[src/rtl/ramblock_fifo_pkg.sv]
// Shared sizing and strobe-level constants for the RAM-block FIFO controller.
package ramblock_fifo_pkg;

    localparam int AW         = 8;
    localparam int DW         = 9;
    localparam int DEPTH      = 2 ** AW;
    localparam int RD_LAT_MIN = 1;
    localparam int RD_LAT_MAX = 2;

    // Occupancy value reported when every RAM word holds unread data.
    localparam logic [AW:0] DEPTH_CNT = (AW + 1)'(DEPTH);

    // RAM strobes are active-low.
    localparam logic STB_ON  = 1'b0;
    localparam logic STB_OFF = 1'b1;

endpackage

[src/rtl/ramblock_fifo_flags.sv]
// Occupancy status decode: full/empty plus threshold compare, purely combinational.
module ramblock_fifo_flags
    import ramblock_fifo_pkg::*;
(
    input  logic [AW:0] count,
    input  logic [AW:0] th,
    output logic        full,
    output logic        empty,
    output logic        eqth,
    output logic        geqth
);

    // Decode all status flags from the current occupancy.
    always_comb begin
        full  = 1'b0;
        empty = 1'b0;
        eqth  = 1'b0;
        geqth = 1'b0;
        if (count == DEPTH_CNT) begin
            full = 1'b1;
        end else begin
            full = 1'b0;
        end
        if (count == {(AW + 1){1'b0}}) begin
            empty = 1'b1;
        end else begin
            empty = 1'b0;
        end
        eqth  = (count == th);
        geqth = (count >= th);
    end

endmodule

[src/rtl/ramblock_fifo_ctrl.sv]
// Single-clock FIFO controller sequencing a 256x9 synchronous RAM block.
// Write and read strobes both leave through one register stage so a word
// written in cycle k+1 is visible to a read strobed in cycle k+2.
module ramblock_fifo_ctrl
    import ramblock_fifo_pkg::*;
#(
    parameter int RD_LAT = 1
) (
    input  logic          CLKS,
    input  logic          RSTB,
    input  logic          PUSH,
    input  logic [DW-1:0] PUSH_D,
    input  logic          POP,
    input  logic          FLUSH,
    input  logic [AW:0]   TH,
    output logic [AW-1:0] WADDR,
    output logic          WRB,
    output logic [DW-1:0] DIn,
    output logic [AW-1:0] RADDR,
    output logic          RDB,
    input  logic [DW-1:0] DO,
    output logic [DW-1:0] POP_D,
    output logic          POP_VLD,
    output logic [AW:0]   COUNT,
    output logic          FULL,
    output logic          EMPTY,
    output logic          EQTH,
    output logic          GEQTH,
    output logic          OVF,
    output logic          UDF
);

    logic [AW-1:0] wptr_r;
    logic [AW-1:0] rptr_r;
    logic [AW:0]   count_r;
    logic [AW:0]   count_nxt_s;
    logic [AW-1:0] waddr_r;
    logic [AW-1:0] raddr_r;
    logic [DW-1:0] din_r;
    logic          wrb_r;
    logic          rdb_r;
    logic          ovf_r;
    logic          udf_r;
    logic [RD_LAT:0] vld_pipe_r;
    logic          full_s;
    logic          empty_s;
    logic          push_ok_s;
    logic          pop_ok_s;

    ramblock_fifo_flags u_flags (
        .count (count_r),
        .th    (TH),
        .full  (full_s),
        .empty (empty_s),
        .eqth  (EQTH),
        .geqth (GEQTH)
    );

    // Accept decisions use the flags of the registered state before the edge.
    always_comb begin
        push_ok_s   = PUSH & ~full_s;
        pop_ok_s    = POP & ~empty_s;
        count_nxt_s = count_r;
        case ({push_ok_s, pop_ok_s})
            2'b10:   count_nxt_s = count_r + 1'b1;
            2'b01:   count_nxt_s = count_r - 1'b1;
            default: count_nxt_s = count_r;
        endcase
    end

    // Pointers and occupancy; reset beats flush, flush beats push/pop.
    always_ff @(posedge CLKS) begin
        if (!RSTB || FLUSH) begin
            wptr_r  <= '0;
            rptr_r  <= '0;
            count_r <= '0;
        end else begin
            if (push_ok_s) wptr_r <= wptr_r + 1'b1;
            if (pop_ok_s)  rptr_r <= rptr_r + 1'b1;
            count_r <= count_nxt_s;
        end
    end

    // Write strobe path: one-cycle WRB pulse with registered address/data.
    always_ff @(posedge CLKS) begin
        if (!RSTB) begin
            wrb_r   <= STB_OFF;
            waddr_r <= '0;
            din_r   <= '0;
        end else if (FLUSH) begin
            wrb_r <= STB_OFF;
        end else if (push_ok_s) begin
            wrb_r   <= STB_ON;
            waddr_r <= wptr_r;
            din_r   <= PUSH_D;
        end else begin
            wrb_r <= STB_OFF;
        end
    end

    // Read strobe path and read-return valid pipeline (aligned to RDB low).
    always_ff @(posedge CLKS) begin
        if (!RSTB) begin
            rdb_r      <= STB_OFF;
            raddr_r    <= '0;
            vld_pipe_r <= '0;
        end else if (FLUSH) begin
            rdb_r      <= STB_OFF;
            vld_pipe_r <= '0;
        end else begin
            if (pop_ok_s) begin
                rdb_r   <= STB_ON;
                raddr_r <= rptr_r;
            end else begin
                rdb_r <= STB_OFF;
            end
            vld_pipe_r <= {vld_pipe_r[RD_LAT-1:0], pop_ok_s};
        end
    end

    // Sticky error flags; requests during flush are ignored.
    always_ff @(posedge CLKS) begin
        if (!RSTB) begin
            ovf_r <= 1'b0;
            udf_r <= 1'b0;
        end else if (!FLUSH) begin
            if (PUSH && full_s)  ovf_r <= 1'b1;
            if (POP && empty_s)  udf_r <= 1'b1;
        end
    end

    assign WADDR   = waddr_r;
    assign WRB     = wrb_r;
    assign DIn     = din_r;
    assign RADDR   = raddr_r;
    assign RDB     = rdb_r;
    assign COUNT   = count_r;
    assign FULL    = full_s;
    assign EMPTY   = empty_s;
    assign OVF     = ovf_r;
    assign UDF     = udf_r;
    assign POP_VLD = vld_pipe_r[RD_LAT];
    assign POP_D   = POP_VLD ? DO : {DW{1'b0}};

endmodule

[config.mk]
export PLATFORM = sky130hd
export DESIGN_NAME = ramblock_fifo_ctrl
export DESIGN_NICKNAME = d
export VERILOG_FILES = /design/src/rtl/ramblock_fifo_pkg.sv /design/src/rtl/ramblock_fifo_flags.sv /design/src/rtl/ramblock_fifo_ctrl.sv
export SDC_FILE = /design/constraint.sdc
export NUM_CORES = 1
export LEC_CHECK = 0
export CORE_ASPECT_RATIO = 0.9
export CORE_MARGIN = 4
export CORE_UTILIZATION = 35
export DETAILED_ROUTE_END_ITERATION = 6
export HOLD_SLACK_MARGIN = 0.12
export SLEW_MARGIN = 20
export SYNTH_ARGS = -nofsm -noshare
export SYNTH_HDL_FRONTEND = slang
export SYNTH_SLANG_ARGS = --single-unit
export TNS_END_PERCENT = 1
[constraint.sdc]
create_clock -name CLKS -period 3.92 [get_ports CLKS]
set_input_delay 0.784 -clock CLKS [delete_from_list [all_inputs] [get_ports CLKS]]
set_output_delay 0.784 -clock CLKS [all_outputs]
set_load 0.05 [all_outputs]
==> impl_results.md <==
- Status: finished clean
- Pin count of the biggest net entering global routing: 28
- Critical path origin: TH[8]
- Setup violators final: 0
- H-tree depth: 2
- DP Area: 0.00371 sq mm
- FFs w/ async S/R, synth: 0
- Peak Freq: between 200 and 300 MHz
- Pleak: 1.54 nW
- Setup Total Neg Slack: 0 ps
- Vias: 2374
- # rows: 30
- Clock root cell: clkbuf_8
- # nets final: 450
- Gpl congestion: 0.844
- R2R Path Start: COUNT[3]$_SDFFE_PP0P_
- Seq pwr share: 0.514
- Post-CTS setup buffer count: 0
- Crit Path Category: input pin to output pin
- Max_slew headroom: 0.357
- #FFs+latches synth: 56
- TritonCTS Buffers: 5
- Initial antenna violation count: 0
- GRT Util Overall: 0.145
- Post-CTS Hold Buffers: 0
- Most frequent cells in the layout: clkdlybuf4s50_1 (82), dfxtp_1 (56), nand2_1 (40)
- Max cap viols: 0
- Mapped Avg Cell Area: 8.91 sq um
- Int Pwr: approximately 0.8 mW
- RSZ-0062 raised after global routing: false
- Share of cells above drive strength 1: 0.103
- I/O pin cnt: 84
- Clk_skew: 9.53 ps
- Global-route wire length before repair: 11300 um
- Starting Density: 0.366
- Switching Share: 0.300
- Clock Latency Late Sink: around 320 ps
- Worst R2R Setup Slack: 890 ps
- Post-synth EDFFs: 0
- Worst vdd ir: 0.000168 V
- Sink Count: 56
- CTS clock-pin slew for the worst setup and hold paths: ~110 ps
- Grt total ovfl: 0
- Final wirelength: 6490 um
- Post-Syn Area: 0.00280 sq mm
- Sequential fraction of the synthesis area: 0.401
- CP startpoint kind: input pin
- Hold/Removal Path Class: flip-flop to flip-flop
- Worst slew pin tran: 964 ps
- DR WL/cell: between 10 and 15 um
- HP Start: vld_pipe_r[0]$_SDFF_PP0_
- NetSw: between 0.3 and 0.4 mW
- Tot Pwr: approximately 1.2 mW
- Biggest area consumer among synthesized cells: dfxtp_1
- Req. time, crit path: between 3000 and 4000 ps
- Fin cells: around 500
- Placed Cells: 487
- Clk network pwr share: 0.292
- Synth Instances: ~310
- Largest cells by area after synthesis: dfxtp_1 (40%), ha_1 (8.5%), nand2_1 (5.4%)
- Final Slew Violations: 0
- DRC violations left: 0
- # port buffers: just over 80
- Worst EP arrival: 2700 ps
- Core Box Area: 0.00766 sq mm
- Hpwl dp: 4900 um
- Die width: 102 um
- Worst hold stages: 1
- CP Max Fanout: 3
- Initial DRC count: 48
- P&R area growth vs syn: 35.9%
- Post_cts resized: 0
- Pwr Density: 303 mW/mm^2
- Post-synthesis cell type count: 45
- Reg2reg end: COUNT[8]$_SDFFE_PP0P_
- Final period util: 0.889
- Final ANT Viol Nets: 0
- Commonest non-fill, non-tap cell in the layout: clkdlybuf4s50_1
- CP endpoint kind: output pin
- Fin area: 0.00380 sq mm
- Syn_nets: 366
- Die height: 92.8 um
- CTS Buffer Depth: 2
- Vias in the first global route: 2387
- Reg2reg path depth: 10
- Die area: 0.00949 sq mm
- CTS tree: built
- Final Hold Vio Count: 0
- Share of the synthesized area in the top cell type: 0.401
- Synth warn: 0
- Hold EP: vld_pipe_r[1]$_SDFF_PP0_
- Antenna diodes: 0
- First drt pass iteration count: 4
- Vias per cell: 4.80
- Clock period minus worst slack: 3480 ps
- Post-synth top flop: dfxtp_1
- Comb power frac: 0.194
[cell families (layout without fill, tap and decap cells)]
logic type               Yosys count  count (layout)  synth area share
AND/OR/NAND/NOR                  131             131             0.238
AO/OA/AOI/OAI                     50              50             0.122
adder cells (fa/ha/maj)           20              20            0.0921
buffers and inverters             27             112            0.0478
multiplexers                      12              12            0.0429
XOR/XNOR                          18              18            0.0563
flip-flops                        56              56             0.401
[worst max-delay path by stage]
stage | end | slack, ps
finish | EQTH | 440
CTS | EQTH | 440
global placement | EQTH | 470
global route | EQTH | 340
detailed placement | COUNT[8]$_SDFFE_PP0P_ | 430
floorplan | GEQTH | 520
[registers in the layout, indices dropped and copies added, names as in the netlist]
register,cells
COUNT,9
DIn,9
RADDR,8
WADDR,8
rptr_r,8
wptr_r,8
vld_pipe_r,2
OVF,1
RDB,1
UDF,1
WRB,1
[stage by stage]
stage / worst slack [ps] / hold slack (ps) / utilization
floorplan: 520 / 406 / -
global placement: 469 / 413 / 0.484
detailed placement: 426 / 415 / 0.484
CTS: 438 / 441 / 0.497
global route: 344 / 462 / 0.497
finish: 437 / 440 / 0.497
[layout make-up]
cell class              instances  area [sq um]
fillers                       784          3850
multi-input cells             231          1540
flip-flops and latches         56          1120
repair buffers                 87           858
well taps                      96           120
clock buffers                   5          68.8
inverters                      17          63.8
clock inverters                 3          26.3
[per-layer routing]
metal	routed length, um	share of wire	track usage	vias to the layer above
met5	0	0	0	-
met4	58	0.0089	0.0295	0
met3	586	0.090	0.0399	8
met2	2570	0.40	0.220	72
met1	3280	0.51	0.205	1061
li1	-	-	-	1233
[cells in the mapped netlist, types with 2 or more instances]
library cell and instances:
o211ai_1 2, nand2_1 40, inv_1 15, a21o_1 3, xnor2_1 6, nand2_2 10
mux2i_1 12, o21ai_0 3, dfxtp_1 56, nor4_4 2, nor2_1 32, o21a_1 3
nand4_1 7, buf_6 2, a31oi_1 2, nor3_1 6, and2_1 10, clkbuf_1 5
a21oi_2 10, nand3_1 10, ha_1 19, a21oi_1 18, and3_1 4, nand2b_1 2
o31ai_1 2, nand3b_1 3, xor2_1 12
[worst max-delay path, cell delays in order]
cell and delay (ps):
clkdlybuf4s50_1 450, inv_1 40, ha_1 310, nand4_1 100, nor3_1 170, clkdlybuf4s50_1 840
[power groups by stage]
| stage | logic (mW) | clock network, mW | registers [mW] |
|---|---|---|---|
| after detailed placement | 0.225 | 0 | 0.605 |
| after global routing | 0.246 | 0.380 | 0.595 |
| final | 0.223 | 0.336 | 0.592 |
| after global placement | 0.223 | 0 | 0.605 |
| after CTS | 0.225 | 0.355 | 0.592 |
| after floorplan | 0.114 | 0 | 0.636 |
(Power assumes the default switching activity.)
